### src/rtl/tmds_serializer_10to2.sv
// TMDS 10:2 serializer. Accepts one red/green/blue symbol triple per five
// shift-clock cycles and emits each symbol LSB-first as five 2-bit DDR pairs,
// together with the matching TMDS clock-channel pattern. A one-entry holding
// register decouples the source. When no symbol is available, FILL_SYMBOL is
// sent on all three channels and a saturating underflow counter is bumped.
module tmds_serializer_10to2 #(
   parameter logic [9:0] FILL_SYMBOL     = 10'b1101010100,
   parameter int         UNDERFLOW_CNT_W = 16
) (
   input  logic                       clk_shift,
   input  logic                       resetn,
   input  logic                       enable,
   input  logic                       s_valid,
   output logic                       s_ready,
   input  logic [9:0]                 s_red,
   input  logic [9:0]                 s_green,
   input  logic [9:0]                 s_blue,
   output logic [1:0]                 out_clock,
   output logic [1:0]                 out_red,
   output logic [1:0]                 out_green,
   output logic [1:0]                 out_blue,
   output logic                       underflow,
   output logic [UNDERFLOW_CNT_W-1:0] underflow_count
);

   // Clock channel: five 1s then five 0s on the wire, bit 0 first.
   localparam logic [9:0] CLOCK_SYMBOL = 10'b0000011111;
   localparam logic [2:0] LAST_PHASE   = 3'd4;

   function automatic logic [UNDERFLOW_CNT_W-1:0] sat_inc(
      input logic [UNDERFLOW_CNT_W-1:0] v
   );
      if (&v) return v;
      return v + UNDERFLOW_CNT_W'(1);
   endfunction

   logic [2:0] phase;
   logic       hold_valid;
   logic [9:0] hold_red, hold_green, hold_blue;
   logic [7:0] sr_red, sr_green, sr_blue, sr_clock;

   logic       load;
   logic       xfer;
   logic       bypass;
   logic       capture;
   logic       fill;
   logic [9:0] sym_red, sym_green, sym_blue;

   assign load    = enable && (phase == LAST_PHASE);
   assign s_ready = !hold_valid || load;
   assign xfer    = s_valid && s_ready;
   // A transfer at a load edge with an empty hold goes straight to the
   // shifters; every other transfer lands in the holding register (when the
   // hold is full a transfer is only possible at a load edge, which consumes it).
   assign bypass  = load && !hold_valid && xfer;
   assign capture = xfer && !bypass;
   assign fill    = load && !hold_valid && !xfer;

   assign sym_red   = hold_valid ? hold_red   : (xfer ? s_red   : FILL_SYMBOL);
   assign sym_green = hold_valid ? hold_green : (xfer ? s_green : FILL_SYMBOL);
   assign sym_blue  = hold_valid ? hold_blue  : (xfer ? s_blue  : FILL_SYMBOL);

   // Control: pair phase, hold occupancy and underflow reporting.
   always_ff @(posedge clk_shift or negedge resetn) begin
      if (!resetn) begin
         phase           <= LAST_PHASE;
         hold_valid      <= 1'b0;
         underflow       <= 1'b0;
         underflow_count <= '0;
      end else begin
         if (!enable)
            phase <= LAST_PHASE;
         else if (phase == LAST_PHASE)
            phase <= 3'd0;
         else
            phase <= phase + 3'd1;

         if (capture)
            hold_valid <= 1'b1;
         else if (load && hold_valid)
            hold_valid <= 1'b0;

         underflow <= fill;
         if (fill)
            underflow_count <= sat_inc(underflow_count);
      end
   end

   // Holding register payload; only meaningful while hold_valid is set.
   always_ff @(posedge clk_shift) begin
      if (capture) begin
         hold_red   <= s_red;
         hold_green <= s_green;
         hold_blue  <= s_blue;
      end
   end

   // Serializer: load a whole symbol at the phase-4 edge, shift 2 bits otherwise.
   always_ff @(posedge clk_shift or negedge resetn) begin
      if (!resetn) begin
         out_clock <= 2'b00;
         out_red   <= 2'b00;
         out_green <= 2'b00;
         out_blue  <= 2'b00;
         sr_clock  <= '0;
         sr_red    <= '0;
         sr_green  <= '0;
         sr_blue   <= '0;
      end else if (!enable) begin
         out_clock <= 2'b00;
         out_red   <= 2'b00;
         out_green <= 2'b00;
         out_blue  <= 2'b00;
      end else if (load) begin
         out_clock <= CLOCK_SYMBOL[1:0];
         out_red   <= sym_red[1:0];
         out_green <= sym_green[1:0];
         out_blue  <= sym_blue[1:0];
         sr_clock  <= CLOCK_SYMBOL[9:2];
         sr_red    <= sym_red[9:2];
         sr_green  <= sym_green[9:2];
         sr_blue   <= sym_blue[9:2];
      end else begin
         out_clock <= sr_clock[1:0];
         out_red   <= sr_red[1:0];
         out_green <= sr_green[1:0];
         out_blue  <= sr_blue[1:0];
         sr_clock  <= {2'b00, sr_clock[7:2]};
         sr_red    <= {2'b00, sr_red[7:2]};
         sr_green  <= {2'b00, sr_green[7:2]};
         sr_blue   <= {2'b00, sr_blue[7:2]};
      end
   end

endmodule

### config.mk
export PLATFORM = sky130hd
export DESIGN_NAME = tmds_serializer_10to2
export DESIGN_NICKNAME = d
export VERILOG_FILES = /design/src/rtl/tmds_serializer_10to2.sv
export SDC_FILE = /design/constraint.sdc
export NUM_CORES = 1
export LEC_CHECK = 0
export BUFFER_PORTS_ARGS = -buffer_cell sky130_fd_sc_hd__buf_2
export CAP_MARGIN = 15
export CORE_ASPECT_RATIO = 1.75
export CORE_UTILIZATION = 50
export CTS_CLUSTER_SIZE = 8
export DETAILED_ROUTE_END_ITERATION = 8
export HOLD_SLACK_MARGIN = 0.15
export PLACE_DENSITY_LB_ADDON = 0.2
export REMOVE_ABC_BUFFERS = 1
export SKIP_LAST_GASP = 1
export SLEW_MARGIN = 20
export SYNTH_ARGS = -nofsm -noshare
export SYNTH_HDL_FRONTEND = slang
export SYNTH_SLANG_ARGS = --single-unit
### constraint.sdc
create_clock -name clk_shift -period 2.05 [get_ports clk_shift]
set_input_delay 0.205 -clock clk_shift [delete_from_list [all_inputs] [get_ports clk_shift]]
set_output_delay 0.205 -clock clk_shift [all_outputs]
set_load 0.03 [all_outputs]
==> impl_results.md <==
* Post-synth cell types at 42
* Async SR Flop Fraction at 64.7%
* Sequential fraction of the synthesis area at 62.9%
* CP Capture Type: flip-flop
* Commonest non-fill, non-tap cell in the layout: buf_2
* Number of global-route vias before repair at 2,717
* Hold Vio Cnt, Final at 0
* Cts bufs inserted at 9
* Final period utilization at 91.0%
* Syn Area/Cell at 12.2 um^2
* CP Launch Type: flip-flop
* Worst Setup Path Type: flip-flop to flip-flop
* Sequential cell area at 0.00228 mm^2
* Unrepaired setup endpoints after global routing: false
* Core ar. at 0.00696 mm^2
* Residual DRC count at 0
* Antenna violations before repair at 0
* CTS tree: yes
* Hold WS at 220 ps
* #FFs+latches synth at 85
* Max incr delay on CP at 380 ps
* FP Rows at 40
* Syn. warnings at 0
* Starting density of the core at 52.1%
* Postcts setup bufs at 0
* PnR worst setup slack at 184 ps
* Tmin final at 1870 ps
* Leakage dissipation at 0.00206 uW
* Antenna cell count at 0
* WL per Instance at 16.3 um
* DP HPWL at 5020 um
* Buf/Inv on CP at 1
* CTS sink cnt at 85
* Critical path arrival at 2090 ps
* Mapped Area at 0.00362 mm^2
* Total grt overflow at 0
* Via density per instance at 5.68
* Root Driver: clkbuf_16
* Final-layout fill cell count at 545
* Maxcap violations at 0
* First-pass GRT wire length at 13,000 um
* Setup violations, final at 0
* Via count at 2,739
* Commonest non-fill, non-tap cells in the layout: buf_2 (59), dfrtp_1 (54), nor2_1 (34)
* H-tree depth at 3
* Clock Latency Late Sink at 340 ps
* Die width at 66.4 um
* Fin. max-slew vios at 0
* Final Util at 67.2%
* Top FF cell, synth: dfrtp_1
* Wirelength, routed at 7860 um
* IO Pins at 60
* # port buffers at 59
* Worst Path Required at 2270 ps
* HP Class: input pin to flip-flop
* Starting DRT DRC Count at 128
* Multi-input logic area at 0.00127 mm^2
* Relative slew margins at 65.2%
* Top delay family on crit path: simple AND/OR/NAND/NOR gates
* Nets at 430
* Die ar. at 0.00760 mm^2
* Layout cells sized above 1 at 24.9%
* CTS max path bufs at 2
* Layout area overhead at 29.1%
* Global-route usage over all layers at 23.2%
* GP Congestion at 0.797
* Max stage delay cell, worst path: dfrtp_1
* Die height at 115 um
* P per Cell Area at 1130 mW/mm^2
* Post-Syn Instances at 297
* Place WS at 156 ps
* Clk slew on worst S/H paths at 60 ps
* Tot Pwr at 5270 uW
* Status: completed
* DR pass1 iterations at 4
* Critical-path cell list: inv_1 > ha_2 > nand4b_4 > or2_2 > nor2_1 > mux2_2
* Antenna viol nets, final at 0
* Fmax at 536 MHz
* Largest net degree at the start of global routing at 53
* VDD IR max at 0.817 mV
* Critical Path Fanout Max at 6
* Clock Skew at 7.14 ps
* Worst-margin pin slew at 522 ps
* Number of synthesized flops with an enable pin at 30
path summary, 6_finish.rpt:
check / depth (start not counted) / slack, ps / from / endpoint
worst max-delay path: 6 / 180 / phase[0]$_DFF_PN0_ / underflow_count[1]$_DFFE_PN0P_
worst min-delay path: 2 / 220 / enable / phase[0]$_DFF_PN0_
worst max register to register: 6 / 180 / phase[0]$_DFF_PN0_ / underflow_count[1]$_DFFE_PN0P_
worst min register to register: 1 / 500 / sr_clock[0]$_DFFE_PN0P_ / out_clock[0]$_DFF_PN0_
max in group asynchronous: 3 / 1290 / resetn / phase[2]$_DFF_PN1_
min in group asynchronous: 3 / 400 / resetn / out_clock[0]$_DFF_PN0_
stage by stage:
stage | std cells | cell area [um^2] | setup TNS (ps)
4_1_cts | 482 | 4670 | 0
3_3_place_gp | 435 | 4060 | 0
3_5_place_dp | 435 | 4060 | 0
6_report | 482 | 4680 | 0
5_1_grt | 482 | 4680 | 0
2_1_floorplan | 281 | 3560 | -9170
cell usage after synthesis, types with 6 or more instances:
| cell | count | share of area (%) |
|---|---|---|
| dfrtp_1 | 54 | 37 |
| nor2_1 | 34 | 3.5 |
| edfxtp_1 | 30 | 25 |
| nand2_1 | 17 | 1.8 |
| and3_1 | 16 | 2.8 |
| a221oi_1 | 15 | 3.6 |
| clkbuf_1 | 11 | 1.1 |
| a31oi_1 | 10 | 1.7 |
| a21oi_1 | 9 | 1.2 |
| nand3_1 | 9 | 1.2 |
| o221ai_1 | 9 | 2.2 |
| xnor2_1 | 8 | 1.9 |
| mux2_2 | 7 | 2.2 |
| nor3b_1 | 7 | 1.5 |
| inv_1 | 6 | 0.62 |
| o22ai_1 | 6 | 1.0 |
cell families (layout without fill, tap and decap cells):
group                    Yosys count  count (layout)  share of synthesized area [%]
AND/OR/NAND/NOR                  104             104                           15.5
flip-flops                        85              85                           62.9
AO/OA/AOI/OAI                     62              62                           12.5
buffers and inverters             22             123                           2.49
XOR/XNOR                          13              13                           3.14
multiplexers                       7               7                           2.18
adder cells (fa/ha/maj)            4               4                           1.31
routing by layer:
metal	vias to the layer above	track usage (%)	part of all wire, %
met4	0	9.65	1.9
met1	1348	27.3	41
met2	70	39.3	53
li1	1309	-	-
met5	-	0	0
met3	12	5.98	3.8
where the power goes:
| part | internal, uW | switching (uW) | leakage, uW |
|---|---|---|---|
| clock network | 955 | 609 | 0.000143 |
| registers | 2150 | 184 | 0.000967 |
| logic | 563 | 807 | 0.000949 |
area by class of cell:
type,instances,share of cell area [%]
flip-flops and latches,85,48.7
multi-input cells,190,27.1
repair buffers,101,15.2
clock buffers,16,6.23
well taps,84,2.25
inverters,6,0.482
flip-flops by register name (all words and copies together), names as in the netlist:
register / cells
phase: 3
sr_blue: 8
out_red: 2
hold_valid: 1
underflow: 1
underflow_count: 16
hold_red: 10
hold_blue: 10
sr_red: 8
hold_green: 10
out_clock: 2
sr_green: 8
sr_clock: 2
out_blue: 2
out_green: 2
what timing repair did:
action / 4_1_cts / 5_1_grt
hold buffers: 31 / 0
hold endpoints to repair: 84 / 0
gates resized for setup: 0 / 2
setup endpoints to repair: 0 / 6
No activity file was read; power rests on OpenSTA's default activity.
